--- src/rtl/regfile_wb_sched.sv ---
// Write-back scheduler and scoreboard for the 32x(2R/1W) register file.
// Optional forwarding from the write stage is enabled by the WB_BYPASS_EN macro.
module regfile_wb_sched #(
  parameter int NREG = 32,
  parameter int AW   = 5,
  parameter int DW   = 32
) (
  input  logic            clk,
  input  logic            rst,
  input  logic            alu_valid,
  output logic            alu_ready,
  input  logic [AW-1:0]   alu_addr,
  input  logic [DW-1:0]   alu_data,
  input  logic            mem_valid,
  output logic            mem_ready,
  input  logic [AW-1:0]   mem_addr,
  input  logic [DW-1:0]   mem_data,
  input  logic            iss_valid,
  input  logic [AW-1:0]   iss_rs1,
  input  logic [AW-1:0]   iss_rs2,
  input  logic [AW-1:0]   iss_rd,
  input  logic            iss_wb,
  output logic            stall,
  output logic            write_enable,
  output logic [AW-1:0]   addr3,
  output logic [DW-1:0]   wdata,
  output logic [NREG-1:0] busy_vec
`ifdef WB_BYPASS_EN
  ,
  output logic            fwd1,
  output logic            fwd2
`endif
);

  localparam logic [NREG-1:0] ONE = {{(NREG-1){1'b0}}, 1'b1};

  logic            ptr_mem;
  logic            grant_p0;
  logic [AW-1:0]   grant_addr_p0;
  logic [DW-1:0]   grant_data_p0;
  logic [NREG-1:0] clr_vec;
  logic [NREG-1:0] set_vec;
  logic [NREG-1:0] busy_eff;

  // Stage p0: round-robin grant; ptr_mem=1 means the load channel wins a tie
  always_comb begin
    alu_ready     = alu_valid & (~mem_valid | ~ptr_mem);
    mem_ready     = mem_valid & (~alu_valid | ptr_mem);
    grant_p0      = alu_ready | mem_ready;
    grant_addr_p0 = alu_ready ? alu_addr : mem_addr;
    grant_data_p0 = alu_ready ? alu_data : mem_data;
  end

  always_comb begin
    clr_vec  = write_enable ? (ONE << addr3) : '0;
`ifdef WB_BYPASS_EN
    busy_eff = busy_vec & ~clr_vec;
    fwd1     = write_enable & (addr3 == iss_rs1) & (iss_rs1 != '0);
    fwd2     = write_enable & (addr3 == iss_rs2) & (iss_rs2 != '0);
`else
    busy_eff = busy_vec;
`endif
    busy_eff[0] = 1'b0;
    stall    = iss_valid & (busy_eff[iss_rs1] | busy_eff[iss_rs2] |
                            (iss_wb & busy_eff[iss_rd]));
    set_vec  = (iss_valid & ~stall & iss_wb & (iss_rd != '0)) ? (ONE << iss_rd) : '0;
  end

  // Stage p1: register-file write port and scoreboard update
  always_ff @(posedge clk) begin
    if (rst) begin
      write_enable <= 1'b0;
      addr3        <= '0;
      wdata        <= '0;
      busy_vec     <= '0;
      ptr_mem      <= 1'b0;
    end else begin
      write_enable <= grant_p0 & (grant_addr_p0 != '0);
      if (grant_p0) begin
        addr3   <= grant_addr_p0;
        wdata   <= grant_data_p0;
        ptr_mem <= alu_ready;
      end
      busy_vec <= ((busy_vec & ~clr_vec) | set_vec) & ~ONE;
    end
  end

endmodule

--- config.mk ---
export PLATFORM = sky130hd
export DESIGN_NAME = regfile_wb_sched
export DESIGN_NICKNAME = d
export VERILOG_FILES = /design/src/rtl/regfile_wb_sched.sv
export SDC_FILE = /design/constraint.sdc
export NUM_CORES = 1
export LEC_CHECK = 0
export CAP_MARGIN = 20
export CELL_PAD_IN_SITES_DETAIL_PLACEMENT = 1
export CELL_PAD_IN_SITES_GLOBAL_PLACEMENT = 1
export CORE_ASPECT_RATIO = 2
export CORE_UTILIZATION = 31
export CTS_BUF_LIST = sky130_fd_sc_hd__clkbuf_8
export DETAILED_ROUTE_END_ITERATION = 8
export MAX_ROUTING_LAYER = met4
export PLACE_DENSITY_LB_ADDON = 0.1
export SLEW_MARGIN = 5
export SYNTH_ARGS = -nofsm -noshare
export SYNTH_HDL_FRONTEND = slang
export SYNTH_SLANG_ARGS = --single-unit
--- constraint.sdc ---
create_clock -name clk -period 4.12 [get_ports clk]
set_input_delay 0.824 -clock clk [delete_from_list [all_inputs] [get_ports clk]]
set_output_delay 0.824 -clock clk [all_outputs]
set_load 0.02 [all_outputs]
Yosys cells after proc, flatten, opt, wreduce, memory -nomap -nowiden
Cells that the tools add are included.
{"block": "totals", "regBits": 71, "latch_bits": 0, "mem_bits_rw": 0, "romBits": 0, "input_bits": 95, "output_inout_bits": 73, "wordCells": 43, "mem_count": 0}
{"block": "classes", "n_addsub": 0, "n_mul": 0, "div": 0, "n_lt_le_gt_ge": 3, "eq_ne": 0, "shift": 2, "muxes": 10, "n_bitwise": 20, "reduce_logical": 2}
{"op": "2-to-1 mux 32 bit", "count": 3}
{"op": "<< shifter 1 x 5 -> 32 bit (first input constant)", "count": 2}
{"op": "AND 32 bit", "count": 1}
{"op": "inverter 32 bit", "count": 1}
{"op": "OR 32 bit", "count": 1}
{"op": "less-than comparator 5 x 6 -> 1 bit (second input constant)", "count": 3}
{"op": "binary-select mux 1 bit (select 5 bit)", "count": 3}
{"op": "nonzero test 5 bit", "count": 2}
{"op": "AND 1 bit", "count": 8}
{"op": "2-to-1 mux 5 bit", "count": 1}
{"op": "OR 1 bit", "count": 5}
{"op": "inverter 1 bit", "count": 4}
{"op": "2-to-1 mux 1 bit", "count": 3}

Depth between registers and ports, before layout
{"block": "depth", "ltp_word": 11, "depth_mapped": 10, "ltp_nobuf": 6}

Worst setup path after synthesis
Ideal clock, no wire load.
{"block": "synth_path", "kind": "input port to output port", "start": "input iss_rd[0]", "end": "output stall", "arrival_ns": 3.145, "required_ns": 3.296, "setup_slack_ns": 0.151, "cell_stages": 9, "n_path_buf": 3, "path_cell_list": "buf_6 -> mux4_2 -> nor3b_1 -> or4_1 -> o221a_1 -> or4_1 -> buf_2 -> buf_6 -> and2_1"}
{"block": "synth_between", "elab_chain_len": 5}
{"element": "start, declared", "line_no": "21", "source": "input logic [AW-1:0] iss_rd,"}
{"element": "binary-select mux 1 bit (select 5 bit)", "line_no": "65", "source": "(iss_wb & busy_eff[iss_rd]));"}
{"element": "2-to-1 mux 1 bit (implied by the code)", "line_no": "65"}
{"element": "AND 1 bit", "line_no": "65"}
{"element": "OR 1 bit", "line_no": "64", "source": "stall = iss_valid & (busy_eff[iss_rs1] | busy_eff[iss_rs2] |"}
{"element": "AND 1 bit", "line_no": "64"}
{"element": "end, declared", "line_no": "23", "source": "output logic stall,"}
Every way passes these cells. The select of a mux whose other input is x is not followed.

Final worst setup path
Ends and elaborated chain as after synthesis.

==> run_results.csv <==
group,metric,value,unit
sta,slew_headroom,56.45,%
cells_and_area,fin_nets,750,
global_routing,grt_use_total,27.56,%
routing,wirelength_met1,5.997,mm
global_routing,grt_max_degree,44,
power_and_ir_drop,p_per_area,297.2,mW/mm^2
routing,drc,0,
critical_path,path_cells,"clkdlybuf4s15_2 -> mux4_2 -> nor3b_1 -> or4_1 -> o221a_1 -> or4_4 -> and2_1 -> buf_2",
placed_design,dpl.hpwl,12.99,mm
global_routing,globalRouteOverflowTotal,0,
min_path,min_from,"wdata[9]",
critical_path,cp.required,3.30,ns
synthesis,syn_area,0.003995,mm^2
floorplanning,dieHeight,162.5,um
critical_path,worst_setup_path_end_kind,"output port",
power_and_ir_drop,p_leak,2.271,nW
clocking,cts_buffer_depth,2,
sta,tightest_slew,0.6533,ns
placed_design,dp.cells,794,
cells_and_area,finalInstanceArea,0.006088,mm^2
sta,finalHoldViolations,0,
routing,top_layer,"met4",
floorplanning,io_pins,168,
synthesis,synth-seq-area-share,35.08,%
clocking,clkLatencyLatePin,0.36,ns
synthesis,synthFlopType,"dfxtp_1",
floorplanning,die_area,0.01337,mm^2
critical_path,startpoint_type,"input pin",
power_and_ir_drop,peakVddDrop,0.1928,mV
floorplanning,die_w,82.27,um
critical_path,slowest_delay,0.54,ns
clocking,htree_levels,3,
clocking,cts_sinks,70,
synthesis,netlist-cell-type-count,48,
critical_path,r2r_start,"busy_vec[18]",
sta,finClkSkew,0.008533,ns
clocking,hold_buffers,0,
cells_and_area,area_growth,52.40,%
placed_design,gp_congestion,0.8414,
global_routing,grt_pass1_wl,26.21,mm
routing,routed_wl,16.96,mm
critical_path,cp_slowest_cell,"or4_4",
critical_path,r2r-end,"busy_vec[10]",
min_path,hold_class,"reg2reg",
critical_path,path_delay_family,"simple AND/OR/NAND/NOR gates",
critical_path,crit_arrival,3.20,ns
critical_path,ff2ff_path_depth,7,
global_routing,antenna_found_initial,0,
cells_and_area,drive_gt1_share,10.15,%
synthesis,yosys_warnings,0,
sta,fmax,248.7,MHz
clocking,clockRootBuffer,"clkbuf_8",
clocking,cts_tree,"built",
routing,drtIter0Drc,245,
sta,hold_ws,0.5008,ns
flow_run,max_cap_violations,0,
routing,met2WireLength,8.862,mm
cells_and_area,stdcell_count,810,
status,status,"finished, final reports clean",
placed_design,portBuffers,166,
routing,routedWlPerCell,20.94,um
min_path,holdPathStages,2,
synthesis,ys_ff_latch,70,
clocking,clkTransAtPathRegs,0.08,ns
critical_path,cp_num_buf_inv,2,
floorplanning,start_util,31.82,%
sta,drv_slew,0,
routing,dr.pass1.iters,4,
synthesis,synth_edf_count,0,
synthesis,synth_nets,586,
sta,period_needed,4.021,ns
routing,ant_nets,0,
cells_and_area,antenna_cells,0,
critical_path,r2r_slack,1.23,ns
critical_path,critical_path_class,"in2out",
placed_design,post_dp_cell_area,0.005859,mm^2
floorplanning,core_area,0.01255,mm^2
sta,rsz0062_at_grt,"no",
synthesis,synthArstFlopShare,0,%
synthesis,yosysMostFrequentCell,"nor2_1",
floorplanning,num_rows,58,
synthesis,yosys.area.top_type,"dfxtp_1",
synthesis,synth_top_area_share,35.08,%
critical_path,critPathMaxFanout,2,
sta,period_share,97.61,%
synthesis,yosys-top-cells-count,"nor2_1, dfxtp_1, nand2_1",
routing,met3_length,777,um
synthesis,ys_top_cells_by_area,"dfxtp_1, nor2_1, nand3b_1",
critical_path,cp.depth,8,
synthesis,syn_area_per_cell,8.137,um^2
sta,finalSetupViolations,0,
routing,dr_total_vias,4540,
routing,avgViaCountPerCell,5.605,
global_routing,grt_pass1_vias,5011,
clocking,cts_buffers,9,
synthesis,netlist_instances,491,
min_path,min_to,"wdata[9]",
[report_power, final]
part	internal (W)	leakage (nW)	switching, W
registers	0.000711	0.575	0.0000312
logic	0.000212	1.59	0.000216
clock network	0.000355	0.108	0.000284
[area by class of cell]
class                      count  area [um^2]
clock buffer                  10        137.6
inverter                       9        33.78
timing repair buffer         194         1866
fill                        1513         6466
multi-input combinational    371         2377
tap                          150        187.7
sequential                    70         1401
clock inverter                 6        85.08
[worst min-delay path: stages (launching register included)]
cell and delay (ns):
dfxtp_1 0.31, nor2_1 0.10, nor4_1 0.05
[stage by stage]
stage	worst slack [ns]	TNS [ns]	total power [W]	util (%)
final	0.09853	0	0.001809	48.50
after global routing	0.01971	0	0.001886	48.50
after CTS	0.06566	0	0.001823	48.44
after detailed placement	-0.6461	-0.6461	0.001185	46.67
after global placement	-0.6094	-0.6094	0.001174	46.67
after floorplan	0.1508	0	0.0009540	-
[registers in the layout, summed over array words and instances (netlist names)]
register,count
busy_vec,31
write_enable,1
wdata,32
addr3,5
ptr_mem,1
[worst max-delay path by stage]
stage,slack (ns),end,start
floorplan,0.15,stall,iss_rd[0]
global placement,-0.61,stall,iss_rd[0]
detailed placement,-0.65,stall,iss_rd[0]
CTS,0.07,stall,iss_rd[0]
global route,0.02,stall,iss_rd[0]
finish,0.1,stall,iss_rd[0]
[cells in the final DEF (no fill, tap or decap), types with 2 or more instances in the layout]
cell type and count:
bufinv_16 2, nand4_1 5, dfxtp_1 70, a311oi_1 7, buf_2 2, clkinv_2 2
a21oi_1 6, a221oi_1 2, o22ai_1 2, or4_1 4, buf_4 27, clkinvlp_4 2
mux4_1 4, nor4_1 30, nand3b_1 35, o31ai_1 32, nor2b_1 10, and3_1 3
clkbuf_8 10, o211ai_1 2, o221a_2 2, nand3_1 15, a31oi_1 2, nor3_1 3
clkdlybuf4s50_1 162, mux4_2 9, nand2b_1 5, mux2_2 5, nand2_1 44, nor3b_1 3
mux2i_1 13, inv_1 9, nor2_1 109
[kinds of logic (layout without fill, tap and decap cells)]
family / Yosys count / count (layout) / synth area share (%)
DFF: 70 / 70 / 35.08
AOI/OAI and AO/OA: 64 / 64 / 12.15
other: 1 / 1 / 0.09387
buffers and inverters: 50 / 219 / 5.700
muxes: 32 / 32 / 12.65
and+or+nand+nor: 274 / 274 / 34.33
[repair_timing]
action	4_1_cts	5_1_grt
pin swaps	0	0
setup buffers	0	0
gates resized for setup	9	3
endpoints found under the setup margin	1	1
[layer usage]
metal  up-vias  GRT usage [%]
li1       2115              -
met1      2183          26.02
met2       178          46.28
met3        64          5.490
met4         0          22.73
met5         -              -
No activity file was read; power rests on OpenSTA's default activity.
